File: config.mk
export PLATFORM = sky130hd
export DESIGN_NAME = ov7670_capture_flat
export DESIGN_NICKNAME = d
export VERILOG_FILES = /design/src/rtl/ov7670_capture_if.sv /design/src/rtl/ov7670_capture.sv /design/src/flat_wrapper.sv
export SDC_FILE = /design/constraint.sdc
export NUM_CORES = 1
export LEC_CHECK = 0
export BUFFER_PORTS_ARGS = -buffer_cell sky130_fd_sc_hd__buf_4
export CORE_MARGIN = 1
export CORE_UTILIZATION = 45
export CTS_BUF_LIST = sky130_fd_sc_hd__clkbuf_16
export DETAILED_ROUTE_END_ITERATION = 10
export PLACE_DENSITY = 0.64
export SLEW_MARGIN = 20
export SYNTH_ARGS = -nofsm -noshare
export SYNTH_HDL_FRONTEND = slang
export SYNTH_SLANG_ARGS = --single-unit
File: constraint.sdc
create_clock -name clk -period 2 [get_ports clk]
set_input_delay 0.2 -clock clk [delete_from_list [all_inputs] [get_ports clk]]
set_output_delay 0.2 -clock clk [all_outputs]
set_load 0.005 [all_outputs]
File: src/rtl/ov7670_capture_if.sv
// Camera byte bus plus captured-pixel outputs of ov7670_capture.
// master = camera/consumer side, slave = capture block.
interface ov7670_capture_if;
  logic        cam_vsync;
  logic        cam_href;
  logic [7:0]  cam_d;
  logic [15:0] pixel;
  logic        pixel_valid;
  logic [9:0]  x_cnt;
  logic [9:0]  y_cnt;
  logic        frame_start;
  logic        frame_done;
  logic [7:0]  frame_cnt;
  logic        line_err;
  logic [7:0]  err_cnt;

  modport master (
    output cam_vsync, cam_href, cam_d,
    input  pixel, pixel_valid, x_cnt, y_cnt, frame_start, frame_done,
           frame_cnt, line_err, err_cnt
  );

  modport slave (
    input  cam_vsync, cam_href, cam_d,
    output pixel, pixel_valid, x_cnt, y_cnt, frame_start, frame_done,
           frame_cnt, line_err, err_cnt
  );
endinterface

File: src/rtl/ov7670_capture.sv
// OV7670 RGB565 byte-stream capture in the PCLK domain: pixels with x/y, frame markers.
// Define OV7670_CAP_ERR_EN to enable malformed line/frame detection (line_err, err_cnt).
module ov7670_capture #(
  parameter int unsigned H_ACTIVE    = 640,
  parameter int unsigned V_ACTIVE    = 480,
  parameter int unsigned SYNC_STAGES = 2
) (
  input  logic clk,
  input  logic rst_n,
  input  logic config_done,
  ov7670_capture_if.slave bus
);

  localparam logic [9:0] H_MAX = 10'(H_ACTIVE);
  localparam logic [9:0] V_MAX = 10'(V_ACTIVE);

  typedef enum logic [1:0] {WAIT_CFG, WAIT_VS, WAIT_FRAME, CAPTURE} state_t;

  state_t                 state_q;
  logic [SYNC_STAGES-1:0] cfg_sync_q;
  logic                   cfg_s;
  logic                   vs_q, hr_q, vs_prev_q, hr_prev_q;
  logic [7:0]             d_q, hi_q;
  logic                   phase_q;
  logic [9:0]             x_q, y_q;
  logic [15:0]            pixel_q;
  logic                   pixel_valid_q;
  logic [9:0]             x_cnt_q, y_cnt_q;
  logic                   frame_start_q, frame_done_q;
  logic [7:0]             frame_cnt_q;
  logic                   vs_rise, vs_fall, hr_fall;

  assign cfg_s   = cfg_sync_q[SYNC_STAGES-1];
  assign vs_rise = vs_q & ~vs_prev_q;
  assign vs_fall = ~vs_q & vs_prev_q;
  assign hr_fall = ~hr_q & hr_prev_q;

`ifdef OV7670_CAP_ERR_EN
  logic       x_over_q, y_over_q;
  logic       line_err_q;
  logic [7:0] err_cnt_q;
  logic       line_bad, frame_bad;
  logic [9:0] lines_done;

  // Frame check sees the line count including a line that ends in the same cycle.
  always_comb begin
    line_bad   = (x_q != H_MAX) || x_over_q || phase_q;
    lines_done = (hr_fall && (y_q != V_MAX)) ? y_q + 10'd1 : y_q;
    frame_bad  = (lines_done != V_MAX) || y_over_q || (hr_fall && (y_q == V_MAX));
  end
`endif

  always_ff @(posedge clk or negedge rst_n) begin
    if (!rst_n) begin
      state_q       <= WAIT_CFG;
      cfg_sync_q    <= '0;
      vs_q          <= 1'b0;
      hr_q          <= 1'b0;
      vs_prev_q     <= 1'b0;
      hr_prev_q     <= 1'b0;
      d_q           <= '0;
      hi_q          <= '0;
      phase_q       <= 1'b0;
      x_q           <= '0;
      y_q           <= '0;
      pixel_q       <= '0;
      pixel_valid_q <= 1'b0;
      x_cnt_q       <= '0;
      y_cnt_q       <= '0;
      frame_start_q <= 1'b0;
      frame_done_q  <= 1'b0;
      frame_cnt_q   <= '0;
`ifdef OV7670_CAP_ERR_EN
      x_over_q      <= 1'b0;
      y_over_q      <= 1'b0;
      line_err_q    <= 1'b0;
      err_cnt_q     <= '0;
`endif
    end else begin
      cfg_sync_q    <= {cfg_sync_q[SYNC_STAGES-2:0], config_done};
      vs_q          <= bus.cam_vsync;
      hr_q          <= bus.cam_href;
      d_q           <= bus.cam_d;
      vs_prev_q     <= vs_q;
      hr_prev_q     <= hr_q;
      pixel_valid_q <= 1'b0;
      frame_start_q <= 1'b0;
      frame_done_q  <= 1'b0;
`ifdef OV7670_CAP_ERR_EN
      line_err_q    <= 1'b0;
`endif
      if (!cfg_s) begin
        state_q <= WAIT_CFG;
        phase_q <= 1'b0;
      end else begin
        case (state_q)
          WAIT_CFG: state_q <= WAIT_VS;
          WAIT_VS:  if (vs_rise) state_q <= WAIT_FRAME;
          WAIT_FRAME: begin
            if (vs_fall) begin
              state_q       <= CAPTURE;
              frame_start_q <= 1'b1;
              x_q           <= '0;
              y_q           <= '0;
              phase_q       <= 1'b0;
`ifdef OV7670_CAP_ERR_EN
              x_over_q      <= 1'b0;
              y_over_q      <= 1'b0;
`endif
            end
          end
          CAPTURE: begin
            // Line end is handled in the same cycle as a coinciding frame end.
            if (hr_fall) begin
              x_q     <= '0;
              phase_q <= 1'b0;
              if (y_q != V_MAX) y_q <= y_q + 10'd1;
`ifdef OV7670_CAP_ERR_EN
              else y_over_q <= 1'b1;
              x_over_q <= 1'b0;
`endif
            end else if (hr_q && !vs_rise) begin
              if (!phase_q) begin
                hi_q    <= d_q;
                phase_q <= 1'b1;
              end else begin
                phase_q       <= 1'b0;
                pixel_q       <= {hi_q, d_q};
                x_cnt_q       <= x_q;
                y_cnt_q       <= y_q;
                pixel_valid_q <= (x_q < H_MAX) && (y_q < V_MAX);
                if (x_q != H_MAX) x_q <= x_q + 10'd1;
`ifdef OV7670_CAP_ERR_EN
                else x_over_q <= 1'b1;
`endif
              end
            end
            if (vs_rise) begin
              state_q      <= WAIT_FRAME;
              frame_done_q <= 1'b1;
              frame_cnt_q  <= frame_cnt_q + 8'd1;
            end
`ifdef OV7670_CAP_ERR_EN
            if ((hr_fall && line_bad) || (vs_rise && frame_bad)) begin
              line_err_q <= 1'b1;
              if (err_cnt_q != '1) err_cnt_q <= err_cnt_q + 8'd1;
            end
`endif
          end
          default: state_q <= WAIT_CFG;
        endcase
      end
    end
  end

  assign bus.pixel       = pixel_q;
  assign bus.pixel_valid = pixel_valid_q;
  assign bus.x_cnt       = x_cnt_q;
  assign bus.y_cnt       = y_cnt_q;
  assign bus.frame_start = frame_start_q;
  assign bus.frame_done  = frame_done_q;
  assign bus.frame_cnt   = frame_cnt_q;
`ifdef OV7670_CAP_ERR_EN
  assign bus.line_err    = line_err_q;
  assign bus.err_cnt     = err_cnt_q;
`else
  assign bus.line_err    = 1'b0;
  assign bus.err_cnt     = '0;
`endif

endmodule

File: src/flat_wrapper.sv
// flat-port wrapper written by rule: the top's interface ports become plain ports
module ov7670_capture_flat 
#(
  parameter int unsigned H_ACTIVE    = 640,
  parameter int unsigned V_ACTIVE    = 480,
  parameter int unsigned SYNC_STAGES = 2
)
  (clk, rst_n, config_done, bus_cam_vsync, bus_cam_href, bus_cam_d, bus_pixel, bus_pixel_valid, bus_x_cnt, bus_y_cnt, bus_frame_start, bus_frame_done, bus_frame_cnt, bus_line_err, bus_err_cnt);
  ov7670_capture_if bus_i ();
  input  logic clk;
  input  logic rst_n;
  input  logic config_done;
  input wire logic [$bits(bus_i.cam_vsync)-1:0] bus_cam_vsync;
  input wire logic [$bits(bus_i.cam_href)-1:0] bus_cam_href;
  input wire logic [$bits(bus_i.cam_d)-1:0] bus_cam_d;
  output wire logic [$bits(bus_i.pixel)-1:0] bus_pixel;
  output wire logic [$bits(bus_i.pixel_valid)-1:0] bus_pixel_valid;
  output wire logic [$bits(bus_i.x_cnt)-1:0] bus_x_cnt;
  output wire logic [$bits(bus_i.y_cnt)-1:0] bus_y_cnt;
  output wire logic [$bits(bus_i.frame_start)-1:0] bus_frame_start;
  output wire logic [$bits(bus_i.frame_done)-1:0] bus_frame_done;
  output wire logic [$bits(bus_i.frame_cnt)-1:0] bus_frame_cnt;
  output wire logic [$bits(bus_i.line_err)-1:0] bus_line_err;
  output wire logic [$bits(bus_i.err_cnt)-1:0] bus_err_cnt;
  assign bus_i.cam_vsync = bus_cam_vsync;
  assign bus_i.cam_href = bus_cam_href;
  assign bus_i.cam_d = bus_cam_d;
  assign bus_pixel = bus_i.pixel;
  assign bus_pixel_valid = bus_i.pixel_valid;
  assign bus_x_cnt = bus_i.x_cnt;
  assign bus_y_cnt = bus_i.y_cnt;
  assign bus_frame_start = bus_i.frame_start;
  assign bus_frame_done = bus_i.frame_done;
  assign bus_frame_cnt = bus_i.frame_cnt;
  assign bus_line_err = bus_i.line_err;
  assign bus_err_cnt = bus_i.err_cnt;
  ov7670_capture #(.H_ACTIVE(H_ACTIVE), .V_ACTIVE(V_ACTIVE), .SYNC_STAGES(SYNC_STAGES)) u_core (.clk(clk), .rst_n(rst_n), .config_done(config_done), .bus(bus_i));
endmodule
==> flow_metrics.py <==
metrics = {
    "run_status": {
        "outcome": "complete, no violations",
    },
    "clock_tree": {
        "postCtsSetupBuffers": 0,
        "clk_path_buf_depth": 2,
        "ctsRootBufferMaster": "clkbuf_16",
        "clk_pin_slew_ns": 0.07,
        "clock-sinks": 92,
        "cts_buffers": 9,
        "cts_resized": 0,
        "htree_levels": 3,
        "clock_latency_ns": 0.33,
        "tritoncts": "built",
    },
    "synthesis": {
        "yosysWarnings": 0,
        "seq_area_frac_synth_pct": 59.8,
        "synth-seq-cells": 92,
        "synth_area_leaders": "dfrtp_1, mux2_2, o21ai_0, xnor2_1, buf_4",
        "synthFlopType": "dfrtp_1",
        "syn_area_sq_mm": 0.00385,
        "synth_most_common_cell": "dfrtp_1",
        "synthDistinctLibCells": 42,
        "synth_area_leader_cell": "dfrtp_1",
        "synth_commonest_cells": "dfrtp_1, mux2_2, o21ai_0",
        "synth_edf_count": 0,
        "syn_inst": 299,
        "ys_async_sr_fraction_pct": 100,
        "syn_area_per_cell_sq_um": 12.9,
        "synth.top_cell.area_share_pct": 59.8,
    },
    "critical_path": {
        "max_stage_delay_ns": 0.55,
        "crit_path_start_kind": "flip-flop",
        "worstReg2RegStart": "u_core.state_q[0]$_DFFE_PN0P_",
        "path_cells": "and2_1 -> a221o_1 -> or3_1 -> a21oi_1",
        "cp.arrival_ns": 2.11,
        "cp-startpoint": "u_core.state_q[0]$_DFFE_PN0P_",
        "slowest_stage": "a221o_1",
        "worstSetupPathType": "reg2reg",
        "cp_max_fo": 10,
        "end_kind": "flip-flop",
        "cp.required_ns": 2.26,
    },
    "sta": {
        "period_needed_ns": 1.85,
        "rsz0062_at_grt": "no",
        "timing.final.ws_setup_ns": 0.148,
        "max-slew-margin-rel_pct": 66.0,
        "fmax_mhz": 540,
        "period_share_pct": 92.6,
        "finalHoldViolCount": 0,
        "fin_tns_setup_ns": 0,
        "drv_slew": 0,
        "finalSetupViolCount": 0,
        "finClkSkew_ns": 0.00700,
        "worst_pin_slew_ns": 0.504,
    },
    "cells_and_area": {
        "drive_gt1_share_pct": 35.5,
        "num-fill-cells": 699,
        "diodes": 0,
        "syn_to_final_growth_pct": 25.8,
        "nets": 399,
    },
    "power_and_ir_drop": {
        "powerDensity_mw_per_mm2": 782,
        "p_leak_nw": 2.35,
        "max-vdd-ir-drop_v": 0.000544,
    },
    "global_route": {
        "antenna_found_initial": 0,
        "grt_pass1_vias": 2541,
        "grt_usage_pct": 17.0,
        "overflow": 0,
        "grt_pass1_wl_um": 11700,
        "grt_max_degree": 61,
    },
    "floorplan": {
        "fp.dieArea_sq_mm": 0.00893,
        "die_w_um": 94.5,
        "die_y_um": 94.5,
        "start_util_pct": 46.6,
        "coreArea_sq_mm": 0.00826,
        "std_cell_rows": 33,
        "ios": 69,
    },
    "place": {
        "dpl.hpwl_um": 4670,
        "preCtsSetupSlack_ns": 0.171,
        "io_buffers": 59,
        "gp_congestion": 0.805,
    },
    "drt": {
        "avgViaCountPerCell": 5.17,
        "drt_pre_antenna_iters": 4,
        "drt_iter0_drc": 82,
        "drc_errors": 0,
        "ant_nets": 0,
        "drt-wirelength-per-cell_um": 14.1,
        "wl_um": 6940,
        "num_vias": 2538,
    },
    "worst_hold_path": {
        "hold_path_class": "in2async",
    },
    "job": {
        "maxCapViolCount": 0,
    },
}
metrics by stage:
step / hold slack [ns] / cells / cell area, sq um / util [%] / power, mW
6_report: 0.350 / 491 / 4840 / 58.7 / 3.79
5_1_grt: 0.364 / 491 / 4840 / 58.7 / 3.94
4_1_cts: 0.353 / 491 / 4840 / 58.7 / 3.83
3_5_place_dp: 0.172 / 463 / 4420 / 53.5 / 2.07
3_3_place_gp: 0.175 / 463 / 4420 / 53.5 / 2.07
2_1_floorplan: -0.0956 / 307 / 3880 / - / 2.00
worst max-delay path: cells and delay by family (launching register included):
kind            cells  cell delay [ns]
flops               1             0.44
compound gates      2             0.69
simple gates        2             0.66
report_power, final:
group          internal [mW]  leakage, nW  switching (mW)
sequential              1.89         1.25          0.0253
clock                  0.989        0.147           0.748
combinational         0.0614        0.948          0.0749
path summary, 6_finish.rpt:
kind | endpoint | slack, ns | cells past startpoint
setup / recovery | u_core.y_q[3]$_DFFE_PN0P_ | 0.15 | 4
hold / removal | u_core.bus.x_cnt[9]$_DFFE_PN0P_ | 0.35 | 2
setup reg to reg | u_core.y_q[3]$_DFFE_PN0P_ | 0.15 | 4
hold reg to reg | u_core.cfg_sync_q[1]$_DFF_PN0_ | 0.35 | 0
max in group asynchronous | u_core.bus.frame_cnt[6]$_DFFE_PN0P_ | 1.00 | 3
min in group clk | u_core.cfg_sync_q[1]$_DFF_PN0_ | 0.35 | 0
kinds of logic after synthesis:
logic type / synth area share, %
buf+inv: 3.93
xor+xnor: 2.96
mux: 13.2
compound gates: 6.27
other cells: 0.0974
simple gates: 12.2
flops: 59.8
fa+ha+maj: 1.62
metal layers:
layer	global-route usage (%)	wire length, um	vias to the layer above
met5	0	0	-
met4	6.44	65	0
met3	4.03	341	8
met2	26.7	3240	72
met1	22.9	3300	1249
li1	-	-	1209
layout by cell type (no fill, tap or decap), types with 2 or more instances in the layout:
cell type      synthesis  routed
dfrtp_1               92      92
buf_4                 12      65
mux2_2                44      44
o21ai_0               20      20
nand3_1               13      13
nor2_1                13      13
nand2_1               13      13
dlygate4sd3_1          0      12
xnor2_1               11      11
conb_1                 1       9
clkbuf_16              0       9
inv_1                  8       8
a21oi_1                6       6
nand4_1                5       5
nor3_2                 5       5
ha_1                   5       5
nand2b_1               4       4
and2_1                 4       4
or3_1                  4       4
o31ai_1                4       4
inv_6                  0       4
nor3_1                 3       3
and4_1                 3       3
and3_1                 3       3
nand3b_1               2       2
nor2b_1                2       2
a31oi_1                2       2
xor2_1                 2       2
buf_12                 0       2
flip-flops by register name, summed over array words and instances, names as in the netlist, 8 cells and up:
name / cells
u_core.bus.frame_cnt: 8
u_core.hi_q: 8
u_core.bus.y_cnt: 10
u_core.y_q: 10
u_core.x_q: 10
u_core.bus.x_cnt: 10
u_core.d_q: 8
u_core.bus.pixel: 16
layout make-up:
cell class              instances  area (sq um)  area share, %
inverters                       8          30.0          0.620
clock inverters                 7          81.3           1.68
multi-input cells             191          1430           29.4
clock buffers                   9           225           4.65
repair buffers                 79           648           13.4
flip-flops and latches         92          2300           47.5
well taps                     105           131           2.71
repair_timing:
| action | in CTS | in global routing |
|---|---|---|
| hold buffers | 12 | 0 |
| endpoints found under the setup margin | 0 | 0 |
| hold endpoints to repair | 43 | 0 |
Power figures use the tool's default switching activity.
